[src/rtl/lfsr_checker.sv]
// Serial LFSR sequence checker: self-synchronises to an LFSR bit stream, then
// flags every bit that deviates from the predicted sequence and counts them.

module lfsr_sat_cnt #(
  parameter int W = 32
) (
  input  logic         clk,
  input  logic         rst,
  input  logic         clear,
  input  logic         inc,
  output logic [W-1:0] count
);
  always_ff @(posedge clk) begin
    if (rst || clear)
      count <= '0;
    else if (inc && count != '1)
      count <= count + 1'b1;
  end
endmodule

[config.mk]
export PLATFORM = sky130hd
export DESIGN_NAME = lfsr_sat_cnt
export DESIGN_NICKNAME = d
export VERILOG_FILES = /design/src/rtl/lfsr_checker.sv
export SDC_FILE = /design/constraint.sdc
export NUM_CORES = 1
export LEC_CHECK = 0
export ABC_AREA = 0
export BUFFER_PORTS_ARGS = -buffer_cell sky130_fd_sc_hd__buf_2
export CORE_ASPECT_RATIO = 0.5
export CORE_MARGIN = 1.5
export CORE_UTILIZATION = 45
export CTS_CLUSTER_DIAMETER = 100
export DETAILED_ROUTE_END_ITERATION = 7
export GPL_TIMING_DRIVEN = 0
export PLACE_DENSITY = 0.68
export SLEW_MARGIN = 40
export SYNTH_ARGS = -nofsm -noshare
export SYNTH_HDL_FRONTEND = slang
export SYNTH_SLANG_ARGS = --single-unit
[constraint.sdc]
create_clock -name clk -period 2.6 [get_ports clk]
set_input_delay 0.26 -clock clk [delete_from_list [all_inputs] [get_ports clk]]
set_output_delay 0.26 -clock clk [all_outputs]
set_load 0.05 [all_outputs]
==> metrics.txt <==
Setup TNS Final=0 ns; hold-fix buffers at CTS=0; worst skew pair latency=0.28 ns; grt total ovfl=0; CP max-delay cell=dfxtp_1; largest register by flop count=count; root buf cell=clkbuf_8; Multi-input gate area=961 um2; Max Clock Skew=0.00547 ns; hold_sp=inc; Peak VDD IR=227 uV; Die W=89.5 um; crit path launch=count[0]$_SDFFE_PP0P_; P&R area growth vs syn=19.6%; WP data required=2.75 ns; vias in the first global route=1438; worst slew pin tran=0.670 ns; DR pass1 iterations=4; final hold violation count=0; global-route wire length before repair=6660 um; syn_nets=194; number of antenna violations at the first check in global routing=0; Leak=0.671 nW; CP cell instances=ha_1, and3_2, nand4_2, o31ai_4, buf_6, buf_6, mux2i_1, nor2_1; Yosys cell types=36; Reg area=641 um2; crit share post-route=83.7%; PD cells=458 mW/mm2; Vias/cell=5.75; fin crit period=2.18 ns; # resized after CTS=0; Worst Path Buf+Inv=2; pin count of the biggest net entering global routing=11; reg2reg start=count[0]$_SDFFE_PP0P_; DR vias=1626; HPWL after DPL=2730 um; Syn Area/Cell=8.90 um2; port bufs=35; number of max-cap violations=0; CP Launch Type=flip-flop; flip-flop and latch count after synthesis=32; post-synthesis cell count=189; cts bufs inserted=5; total wire length=3950 um; CP peak stage delay=0.43 ns; Final Wtd Congestion=0.808; CTS tree=done; Yosys Warn Count=0; unrepaired setup endpoints after global routing=no; final setup fails=0; clock sinks=32; H-Tree Depth=2; worst-path fanout max=10; average wire per standard cell=14.0 um; fillers=352; Initial Util=47.9%; f_max=460 MHz; kind of critical path=reg -> reg; Crit. End Element=flip-flop; core footprint=0.00351 mm2; CP delay by family, top=simple AND/OR/NAND/NOR gates; HP Class=in -> reg; Synth Cell Area=0.00168 mm2; drt drc=0; Antenna Violating Nets Remaining=0; max FFs per register=32; post-CTS setup buffers=0; Rows=15; CP most frequent cell=buf_6; Boundary Pins=36; status=complete, no violations; fin. max-slew vios=0; ys async rst share=0%; antenna cells=0; Global Route Usage Sum=21.4%; Slew Limit Headroom=54.6%; DR iter-0 viols=46; top flop regs=count x32; die height=46.2 um; Worst Path Arrival=2.32 ns; Die ar.=0.00413 mm2; Post-synth EDFFs=0; clock buffer depth=2; Main synth FF type=dfxtp_1; sequential share of the synthesized area=38.1%; Overall Power=0.000920 W; layout cells sized above 1=30.6%; Clock transition at path regs=0.06 ns; Total Nets Final=236
logic make-up (layout without fill, tap and decap cells):
| family | after synthesis | after routing | synth area share (%) |
|---|---|---|---|
| xor gates and xnor gates | 2 | 2 | 1.04 |
| adders and majority gates | 1 | 1 | 0.744 |
| muxes | 1 | 1 | 0.595 |
| and+or+nand+nor | 80 | 80 | 30.1 |
| buffers and inverters | 12 | 55 | 4.76 |
| AOI/OAI and AO/OA | 61 | 61 | 24.7 |
| DFF | 32 | 32 | 38.1 |
power by group:
part	internal [W]	switching (W)
registers	0.000491	0.00000178
clock network	0.000216	0.000177
logic	0.0000103	0.0000239
total	0.000717	0.000203
metrics by stage:
step / std cells / util [%] / area (um2) / worst slack [ns] / hold slack (ns)
floorplan: 189 / - / 1680 / 0.331 / 0.428
global route: 283 / 57.3 / 2010 / 0.282 / 0.362
finish: 283 / 57.3 / 2010 / 0.425 / 0.354
detailed placement: 275 / 54.7 / 1920 / 0.464 / 0.493
global placement: 275 / 54.7 / 1920 / 0.482 / 0.478
CTS: 283 / 57.3 / 2010 / 0.436 / 0.349
final cells by class:
type	count	area share (%)
Tap cell	51	3.17
Buffer	8	3.24
Timing Repair Buffer	35	8.71
Sequential cell	32	31.9
Clock buffer	8	4.48
Inverter	4	0.747
Multi-Input combinational cell	145	47.8
Yosys cell counts, types with 2 or more instances:
cell type | n | area share (%)
nand2_2 | 2 | 0.74
or4_1 | 9 | 4.0
clkbuf_1 | 3 | 0.67
or3_2 | 4 | 1.8
a21oi_2 | 7 | 3.6
buf_6 | 4 | 2.7
or3_1 | 15 | 5.6
nand2_1 | 12 | 2.7
o21ai_1 | 8 | 2.4
nand3_1 | 11 | 3.3
o31ai_1 | 9 | 4.0
dfxtp_1 | 32 | 38
o31ai_4 | 2 | 2.5
o21ai_0 | 10 | 3.0
a21oi_1 | 22 | 6.5
and4_4 | 2 | 1.3
and4_1 | 4 | 2.1
and3_2 | 2 | 0.89
inv_1 | 4 | 0.89
nor2_1 | 4 | 0.89
nand4_1 | 8 | 3.0
layer usage:
layer | routed length, um | track usage [%] | vias to the layer above | part of all wire, %
li1 | - | - | 820 | -
met1 | 2050 | 29.8 | 778 | 52
met2 | 1780 | 32.8 | 28 | 45
met3 | 113 | 5.73 | 0 | 2.9
met4 | 0 | 6.15 | 0 | 0
met5 | 0 | 0 | - | 0
worst paths after layout:
| path | endpoint | slack [ns] | cells after the start |
|---|---|---|---|
| min | count[16]$_SDFFE_PP0P_ | 0.35 | 3 |
| max reg2reg | count[1]$_SDFFE_PP0P_ | 0.42 | 8 |
| min reg2reg | count[30]$_SDFFE_PP0P_ | 0.50 | 2 |
| max | count[1]$_SDFFE_PP0P_ | 0.42 | 8 |
cells in the final DEF (no fill, tap or decap), types with 2 or more instances in the layout:
cell and n:
or3_1 15, and4_4 2, a21oi_1 22, nand2_1 12, or3_2 4, nand2_2 2
o21ai_0 10, buf_6 4, nor2_1 4, o31ai_4 2, a21oi_2 7, nand4_1 8
inv_1 4, and3_2 2, clkbuf_1 5, o31ai_1 9, nand3_1 11, clkbuf_8 6
o21ai_1 8, or4_1 9, and4_1 4, buf_2 35, dfxtp_1 32
worst min-delay path: cells and delay by family:
family | cells | cell delay, ns
AOI/OAI and AO/OA | 1 | 0.06
and+or+nand+nor | 1 | 0.10
buffers and inverters | 1 | 0.15
Power figures use the tool's default switching activity.
